<file path="src/rtl/isr_sequencer_if.sv">
// Handler/core <-> isr_sequencer signal bundle.
// master = interrupt handler plus core side, slave = the sequencer.
interface isr_sequencer_if #(
    parameter int unsigned XLEN   = 32,
    parameter int unsigned FLAG_W = 2
);
    logic              irq_req;
    logic [XLEN-1:0]   irq_vector;
    logic              irq_enable;
    logic              instr_boundary;
    logic [XLEN-1:0]   pc_next;
    logic [FLAG_W-1:0] flags_in;
    logic              reti;
    logic              pc_redirect;
    logic [XLEN-1:0]   pc_target;
    logic              flags_restore;
    logic [FLAG_W-1:0] flags_out;
    logic              in_isr;
    logic              irq_ack;
    logic              irq_dropped;

    modport master (
        output irq_req, irq_vector, irq_enable, instr_boundary, pc_next, flags_in, reti,
        input  pc_redirect, pc_target, flags_restore, flags_out, in_isr, irq_ack, irq_dropped
    );

    modport slave (
        input  irq_req, irq_vector, irq_enable, instr_boundary, pc_next, flags_in, reti,
        output pc_redirect, pc_target, flags_restore, flags_out, in_isr, irq_ack, irq_dropped
    );
endinterface

</file>
<file path="src/rtl/isr_sequencer.sv">
// Interrupt entry/return sequencer: pends one request, redirects fetch at a boundary, restores on reti.
// Optional nesting (LIFO of saved PC/flags) is enabled with `define ISR_NEST_EN.
module isr_sequencer #(
    parameter int unsigned XLEN       = 32,
    parameter int unsigned FLAG_W     = 2,
    parameter int unsigned NEST_DEPTH = 4
) (
    input logic            clk,
    input logic            rst_n,
    isr_sequencer_if.slave bus
);
    typedef enum logic {IDLE, IN_ISR} state_e;

    state_e            state_q, state_d;
    logic              pend_v_q, pend_v_d;
    logic [XLEN-1:0]   pend_vec_q, pend_vec_d;
    logic              pc_redirect_q, pc_redirect_d;
    logic [XLEN-1:0]   pc_target_q, pc_target_d;
    logic              flags_restore_q, flags_restore_d;
    logic [FLAG_W-1:0] flags_out_q, flags_out_d;
    logic              in_isr_q, in_isr_d;
    logic              irq_ack_q, irq_ack_d;
    logic              irq_dropped_q, irq_dropped_d;
    logic              can_take_c, take_c, ret_c;
    logic [XLEN-1:0]   top_pc_c;
    logic [FLAG_W-1:0] top_flags_c;

`ifdef ISR_NEST_EN
    localparam int unsigned DW = $clog2(NEST_DEPTH + 1);
    localparam int unsigned IW = (NEST_DEPTH > 1) ? $clog2(NEST_DEPTH) : 1;
    localparam logic [DW-1:0] DEPTH_MAX = DW'(NEST_DEPTH);

    logic [XLEN-1:0]   epc_q    [NEST_DEPTH];
    logic [FLAG_W-1:0] eflags_q [NEST_DEPTH];
    logic [DW-1:0]     depth_q, depth_d;
    logic [IW-1:0]     push_idx_c, top_idx_c;

    assign push_idx_c  = IW'(depth_q);
    assign top_idx_c   = IW'(depth_q - DW'(1));
    assign top_pc_c    = epc_q[top_idx_c];
    assign top_flags_c = eflags_q[top_idx_c];

    // Save stack: push on take, pop on return (never both in one cycle).
    always_ff @(posedge clk) begin
        if (!rst_n) begin
            depth_q <= '0;
            for (int i = 0; i < int'(NEST_DEPTH); i++) begin
                epc_q[i]    <= '0;
                eflags_q[i] <= '0;
            end
        end else begin
            depth_q <= depth_d;
            if (take_c) begin
                epc_q[push_idx_c]    <= bus.pc_next;
                eflags_q[push_idx_c] <= bus.flags_in;
            end
        end
    end

    always_comb begin
        depth_d = depth_q;
        if (take_c)     depth_d = depth_q + DW'(1);
        else if (ret_c) depth_d = depth_q - DW'(1);
    end
`else
    logic [XLEN-1:0]   epc_q;
    logic [FLAG_W-1:0] eflags_q;

    assign top_pc_c    = epc_q;
    assign top_flags_c = eflags_q;

    always_ff @(posedge clk) begin
        if (!rst_n) begin
            epc_q    <= '0;
            eflags_q <= '0;
        end else if (take_c) begin
            epc_q    <= bus.pc_next;
            eflags_q <= bus.flags_in;
        end
    end
`endif

    assign can_take_c = pend_v_q & bus.irq_enable & bus.instr_boundary & ~bus.reti;

    always_ff @(posedge clk) begin
        if (!rst_n) begin
            state_q         <= IDLE;
            pend_v_q        <= 1'b0;
            pend_vec_q      <= '0;
            pc_redirect_q   <= 1'b0;
            pc_target_q     <= '0;
            flags_restore_q <= 1'b0;
            flags_out_q     <= '0;
            in_isr_q        <= 1'b0;
            irq_ack_q       <= 1'b0;
            irq_dropped_q   <= 1'b0;
        end else begin
            state_q         <= state_d;
            pend_v_q        <= pend_v_d;
            pend_vec_q      <= pend_vec_d;
            pc_redirect_q   <= pc_redirect_d;
            pc_target_q     <= pc_target_d;
            flags_restore_q <= flags_restore_d;
            flags_out_q     <= flags_out_d;
            in_isr_q        <= in_isr_d;
            irq_ack_q       <= irq_ack_d;
            irq_dropped_q   <= irq_dropped_d;
        end
    end

    always_comb begin
        state_d         = state_q;
        pend_v_d        = pend_v_q;
        pend_vec_d      = pend_vec_q;
        pc_redirect_d   = 1'b0;
        pc_target_d     = pc_target_q;
        flags_restore_d = 1'b0;
        flags_out_d     = flags_out_q;
        irq_ack_d       = 1'b0;
        irq_dropped_d   = 1'b0;
        take_c          = 1'b0;
        ret_c           = 1'b0;

        unique case (state_q)
            IDLE: take_c = can_take_c;
            IN_ISR: begin
                ret_c = bus.reti & bus.instr_boundary;
`ifdef ISR_NEST_EN
                take_c = can_take_c & (depth_q < DEPTH_MAX);
                if (ret_c && depth_q == DW'(1)) state_d = IDLE;
`else
                if (ret_c) state_d = IDLE;
`endif
            end
            default: state_d = IDLE;
        endcase

        if (take_c) begin
            state_d       = IN_ISR;
            pend_v_d      = 1'b0;
            pc_redirect_d = 1'b1;
            pc_target_d   = pend_vec_q;
        end
        if (ret_c) begin
            pc_redirect_d   = 1'b1;
            pc_target_d     = top_pc_c;
            flags_restore_d = 1'b1;
            flags_out_d     = top_flags_c;
            irq_ack_d       = 1'b1;
        end

        // A slot being consumed this edge may accept the new request.
        if (bus.irq_req) begin
            if (!pend_v_q || take_c) begin
                pend_v_d   = 1'b1;
                pend_vec_d = bus.irq_vector;
            end else begin
                irq_dropped_d = 1'b1;
            end
        end

        in_isr_d = (state_d == IN_ISR);
    end

    assign bus.pc_redirect   = pc_redirect_q;
    assign bus.pc_target     = pc_target_q;
    assign bus.flags_restore = flags_restore_q;
    assign bus.flags_out     = flags_out_q;
    assign bus.in_isr        = in_isr_q;
    assign bus.irq_ack       = irq_ack_q;
    assign bus.irq_dropped   = irq_dropped_q;
endmodule
</file>
<file path="src/flat_wrapper.sv">
// flat-port wrapper written by rule: the top's interface ports become plain ports
module isr_sequencer_flat 
#(
    parameter int unsigned XLEN       = 32,
    parameter int unsigned FLAG_W     = 2,
    parameter int unsigned NEST_DEPTH = 4
)
  (clk, rst_n, bus_irq_req, bus_irq_vector, bus_irq_enable, bus_instr_boundary, bus_pc_next, bus_flags_in, bus_reti, bus_pc_redirect, bus_pc_target, bus_flags_restore, bus_flags_out, bus_in_isr, bus_irq_ack, bus_irq_dropped);
  isr_sequencer_if #(.XLEN(XLEN), .FLAG_W(FLAG_W)) bus_i ();
  input logic clk;
  input logic rst_n;
  input wire logic [$bits(bus_i.irq_req)-1:0] bus_irq_req;
  input wire logic [$bits(bus_i.irq_vector)-1:0] bus_irq_vector;
  input wire logic [$bits(bus_i.irq_enable)-1:0] bus_irq_enable;
  input wire logic [$bits(bus_i.instr_boundary)-1:0] bus_instr_boundary;
  input wire logic [$bits(bus_i.pc_next)-1:0] bus_pc_next;
  input wire logic [$bits(bus_i.flags_in)-1:0] bus_flags_in;
  input wire logic [$bits(bus_i.reti)-1:0] bus_reti;
  output wire logic [$bits(bus_i.pc_redirect)-1:0] bus_pc_redirect;
  output wire logic [$bits(bus_i.pc_target)-1:0] bus_pc_target;
  output wire logic [$bits(bus_i.flags_restore)-1:0] bus_flags_restore;
  output wire logic [$bits(bus_i.flags_out)-1:0] bus_flags_out;
  output wire logic [$bits(bus_i.in_isr)-1:0] bus_in_isr;
  output wire logic [$bits(bus_i.irq_ack)-1:0] bus_irq_ack;
  output wire logic [$bits(bus_i.irq_dropped)-1:0] bus_irq_dropped;
  assign bus_i.irq_req = bus_irq_req;
  assign bus_i.irq_vector = bus_irq_vector;
  assign bus_i.irq_enable = bus_irq_enable;
  assign bus_i.instr_boundary = bus_instr_boundary;
  assign bus_i.pc_next = bus_pc_next;
  assign bus_i.flags_in = bus_flags_in;
  assign bus_i.reti = bus_reti;
  assign bus_pc_redirect = bus_i.pc_redirect;
  assign bus_pc_target = bus_i.pc_target;
  assign bus_flags_restore = bus_i.flags_restore;
  assign bus_flags_out = bus_i.flags_out;
  assign bus_in_isr = bus_i.in_isr;
  assign bus_irq_ack = bus_i.irq_ack;
  assign bus_irq_dropped = bus_i.irq_dropped;
  isr_sequencer #(.XLEN(XLEN), .FLAG_W(FLAG_W), .NEST_DEPTH(NEST_DEPTH)) u_core (.clk(clk), .rst_n(rst_n), .bus(bus_i));
endmodule
</file>
<file path="config.mk">
export PLATFORM = sky130hd
export DESIGN_NAME = isr_sequencer_flat
export DESIGN_NICKNAME = d
export VERILOG_FILES = /design/src/rtl/isr_sequencer_if.sv /design/src/rtl/isr_sequencer.sv /design/src/flat_wrapper.sv
export SDC_FILE = /design/constraint.sdc
export NUM_CORES = 1
export LEC_CHECK = 0
export ABC_CLOCK_PERIOD_IN_PS = 3500
export BUFFER_PORTS_ARGS = -buffer_cell sky130_fd_sc_hd__buf_2
export CORE_ASPECT_RATIO = 1.2
export CORE_UTILIZATION = 48
export DETAILED_ROUTE_END_ITERATION = 7
export PLACE_DENSITY = 0.8
export SYNTH_ARGS = -nofsm -noshare
export SYNTH_HDL_FRONTEND = slang
export SYNTH_SLANG_ARGS = --single-unit
</file>
<file path="constraint.sdc">
create_clock -name clk -period 3.5 [get_ports clk]
set_input_delay 0.35 -clock clk [delete_from_list [all_inputs] [get_ports clk]]
set_output_delay 0.35 -clock clk [all_outputs]
set_load 0.03 [all_outputs]
</file>
Word level (Yosys, flattened, before mapping)

Cells that the tools add are included.

Bitwise logic cells: 5
Reductions and logical operators: 5
Muxes and demuxes: 14

Operator list:

| kind                | number |
|---|---|
| 2-to-1 mux 32 bit   | 2 |
| 2-to-1 mux 1 bit    | 12 |
| AND 1 bit           | 4 |
| AND reduction 2 bit | 2 |
| nonzero test 2 bit  | 1 |
| logical NOT 1 bit   | 1 |
| logical OR 1 bit    | 1 |
| inverter 1 bit      | 1 |

Register bits: 105
Output and inout port bits: 39
Logic and storage cells: 34

Longest topological paths before layout

Depth in word-level cells: 7
Mapped depth: 5
Gate-level depth less buffers: 3

Worst setup path after synthesis

Ideal clock, no wire load.

Path kind: reg2reg
Start: reg u_core.state_q
End: reg u_core.pend_vec_q[10]
Cell stages (with the launch flop): 5
Data required time: 3.428 ns
Setup slack: 2.042 ns
Buffers on the path: 1
Arrival: 1.387 ns
Period minus slack after synthesis: 1.458 ns
Cells stage by stage: dfxtp_1 > nand4bb_4 > a21boi_4 > buf_12 > mux2i_1

Longest elaborated chain between the ends: 3

RTL lines:

| element                              | RTL line             | RTL |
|---|---|---|
| from (decl)                          | isr_sequencer.sv:14  | `state_e state_q, state_d;` |
| from (signal assigned)               | isr_sequencer.sv:98  | `state_q <= state_d;` |
| 2-to-1 mux 1 bit                     | isr_sequencer.sv:124 | `unique case (state_q)` |
| logical OR 1 bit                     | isr_sequencer.sv:154 | `if (!pend_v_q \|\| take_c) begin` |
| AND reduction 2 bit (no source line) | -                    |  |
| to (signal assigned)                 | isr_sequencer.sv:100 | `pend_vec_q <= pend_vec_d;` |
| to (decl)                            | isr_sequencer.sv:16  | `logic [XLEN-1:0] pend_vec_q, pend_vec_d;` |

No other way between the ends.
A chain may end at the register's enable or synchronous reset.

Worst setup path in the final report

Start: reg u_core.pend_v_q
End: reg u_core.pc_target_q[26] (netlist: u_core.bus.pc_target[26])

Longest elaborated chain between the ends: 5

RTL lines:

| element                             | RTL line             | RTL |
|---|---|---|
| from (decl)                         | isr_sequencer.sv:15  | `logic pend_v_q, pend_v_d;` |
| from (signal assigned)              | isr_sequencer.sv:99  | `pend_v_q <= pend_v_d;` |
| AND 1 bit (3 in series)             | isr_sequencer.sv:83  | `assign can_take_c = pend_v_q & bus.irq_enable & bus.instr_boundary & ~bus.reti;` |
| 2-to-1 mux 1 bit                    | isr_sequencer.sv:124 |  |
| nonzero test 2 bit (no source line) | -                    |  |
| to (signal assigned)                | isr_sequencer.sv:102 | `pc_target_q <= pc_target_d;` |
| to (decl)                           | isr_sequencer.sv:18  | `logic [XLEN-1:0] pc_target_q, pc_target_d;` |

No other way between the ends.

==> summary.md <==
| Metric | Value |
|---|---|
| Routability cong. | `0.815` |
| Internal | `1.68 mW` |
| Critical-path maximum fanout | `67` |
| Post-layout util | `56.4%` |
| First-pass GRT wire length | `17400 um` |
| Htree depth | `3` |
| Clock network power share | `33.0%` |
| Net Sw Power | `0.597 mW` |
| Hold Slack | `0.218 ns` |
| Storage cell area | `2100 um^2` |
| Endpoints failing hold | `0` |
| Buffers on Ports | `110` |
| Total Wirelength | `10500 um` |
| Initial drt markers | `310` |
| Area growth, synth to finish | `14.6%` |
| Antenna viol nets, final | `0` |
| Pre-antenna DRT Iters | `4` |
| Tcrit/Tclk final | `61.6%` |
| Cell Rows | `38` |
| Slew HR | `19.5%` |
| Vias/cell | `5.49` |
| Switching share of power | `26.2%` |
| Placeable Area | `9030 um^2` |
| Initial Utilization | `49.2%` |
| Setup crit start kind | `register` |
| CTS Sinks | `105` |
| Io pins | `111` |
| Initial antenna violation count | `0` |
| Crit path DAT | `2.39 ns` |
| Synth cell types | `22` |
| Leak Pwr | `2.02 nW` |
| Worst slew pin tran | `1.21 ns` |
| Net count, final | `654` |
| FMAX | `464 MHz` |
| CTS buffer count | `9` |
| Via Count | `3876` |
| Final setup TNS | `0 ns` |
| Mapped Area | `4450 um^2` |
| Comb power frac | `11.2%` |
| Post-cts sizing count | `0` |
| CP endpoint kind | `register` |
| Multi-input logic area | `2040 um^2` |
| RSZ-0062 raised after global routing | `no` |
| Die area | `9650 um^2` |
| Vias in the first global route | `3687` |
| Hold buffer count at CTS | `0` |
| Largest net degree at the start of global routing | `68` |
| Setup Buffers After CTS | `0` |
| Routed len/inst | `14.9 um` |
| Placed inst area | `4900 um^2` |
| HPWL Detailed | `6670 um` |
| Placed Instances | `691` |
| Setup Skew | `0.00691 ns` |
| GRT overflow | `0` |
| Design area | `5100 um^2` |
| Clock slew at reported path FFs | `0.10 ns` |
| HP Class | `in -> reg` |
| Post-Syn Nets | `577` |
| Final cell count without fillers | `706` |
| VDD IR-drop max | `0.000230 V` |
| Synthesized area per cell | `8.80 um^2` |
| Fin. max-slew vios | `0` |
| # fillers | `828` |
| Minimum clock period | `2.16 ns` |
| PwrDens | `447 nW/um^2` |
| ANT cells | `0` |
| Max cap viols | `0` |
| Worst-skew pair later-pin latency | `0.37 ns` |
| Critical path type | `reg -> reg` |
| Power share of the sequential group | `55.8%` |
| Yosys reg bits | `105` |
| Commonest non-fill, non-tap cell in the layout | `buf_2` |
| Most frequent cells in the layout | `buf_2, dfxtp_1, nand2_1` |
| Max Root-Sink Buffers | `2` |
| Layout cell share with drive strength beyond 1 | `28.0%` |
| Total GRT Usage | `22.4%` |
| CTS tree | `done` |
| # DRC | `0` |
| Die Span Y | `107 um` |
| Status | `finished clean` |
| Final setup vio count | `0` |
| Post-synthesis sequential area ratio | `47.3%` |
| Gate Count Post-Synth | `505` |
| DIE WIDTH | `89.9 um` |
| Root Driver | `clkbuf_8` |
| Critical Path RT | `3.73 ns` |
| Synthesis warning total | `0` |
==> worst max-delay path: stages, from the launching register on <==
cell and delay [ns]:
dfxtp_2 0.87, inv_2 0.64, nor3_1 0.43, a211oi_2 0.06
==> per-layer routing <==
metal	share of wire [%]	GRT usage (%)	vias up
met4	1.9	10.4	0
met3	5.0	4.94	17
met1	45	28.7	1844
li1	-	-	1908
met2	48	36.2	107
met5	0	0	-
==> flip-flops by register name (all words and copies together) (netlist names) <==
signal	cells
u_core.bus.pc_target	32
u_core.epc_q	32
u_core.pend_vec_q	32
u_core.bus.flags_out	2
u_core.eflags_q	2
u_core.bus.flags_restore	1
u_core.bus.irq_dropped	1
u_core.bus.pc_redirect	1
u_core.pend_v_q	1
u_core.state_q	1
==> worst paths after layout <==
kind	from	cells after the start	slack [ns]	to
setup / recovery	u_core.pend_v_q	3	1.34	u_core.bus.pc_target[26]
hold / removal	bus_irq_vector[22]	3	0.22	u_core.pend_vec_q[22]
setup reg to reg	u_core.pend_v_q	3	1.34	u_core.bus.pc_target[26]
hold reg to reg	u_core.eflags_q[0]	2	0.46	u_core.bus.flags_out[0]
==> area by class of cell <==
cell class	count	area share (%)
flip-flops and latches	105	41.3
multi-input cells	347	40.0
repair buffers	117	11.8
well taps	120	2.95
clock buffers	11	2.77
clock inverters	4	1.06
inverters	2	0.147
==> synthesized netlist by cell type (all sizes together) <==
cell type,instances,area (um^2)
and4bb,1,12.5
buf,26,205
clkbuf,25,93.8
a211oi,32,380
o21ai,66,330
and3,1,6.26
inv,2,7.51
dfxtp,105,2100
nor3,33,165
nor2,34,128
nand4bb,1,27.5
a21boi,1,18.8
a21oi,39,195
mux2i,32,320
nand2,72,278
nand3,35,175
==> power groups by stage <==
stage	logic, mW	registers [mW]	clock network (mW)
3_5_place_dp	0.256	1.30	0
3_3_place_gp	0.248	1.30	0
5_1_grt	0.281	1.28	0.811
4_1_cts	0.257	1.27	0.760
2_1_floorplan	0.165	1.31	0
6_report	0.256	1.27	0.753
==> stage by stage <==
step / total power, mW / setup slack (ns)
2_1_floorplan: 1.48 / 2.04
3_3_place_gp: 1.55 / 1.20
3_5_place_dp: 1.56 / 1.06
4_1_cts: 2.29 / 1.39
5_1_grt: 2.37 / 1.16
6_report: 2.28 / 1.34
==> kinds of logic after synthesis <==
| group | after synthesis | share of synthesized area (%) |
|---|---|---|
| and+or+nand+nor | 177 | 17.8 |
| AOI/OAI and AO/OA | 138 | 20.8 |
| DFF | 105 | 47.3 |
| buffers and inverters | 53 | 6.90 |
| muxes | 32 | 7.21 |
No activity file was read; power rests on OpenSTA's default activity.
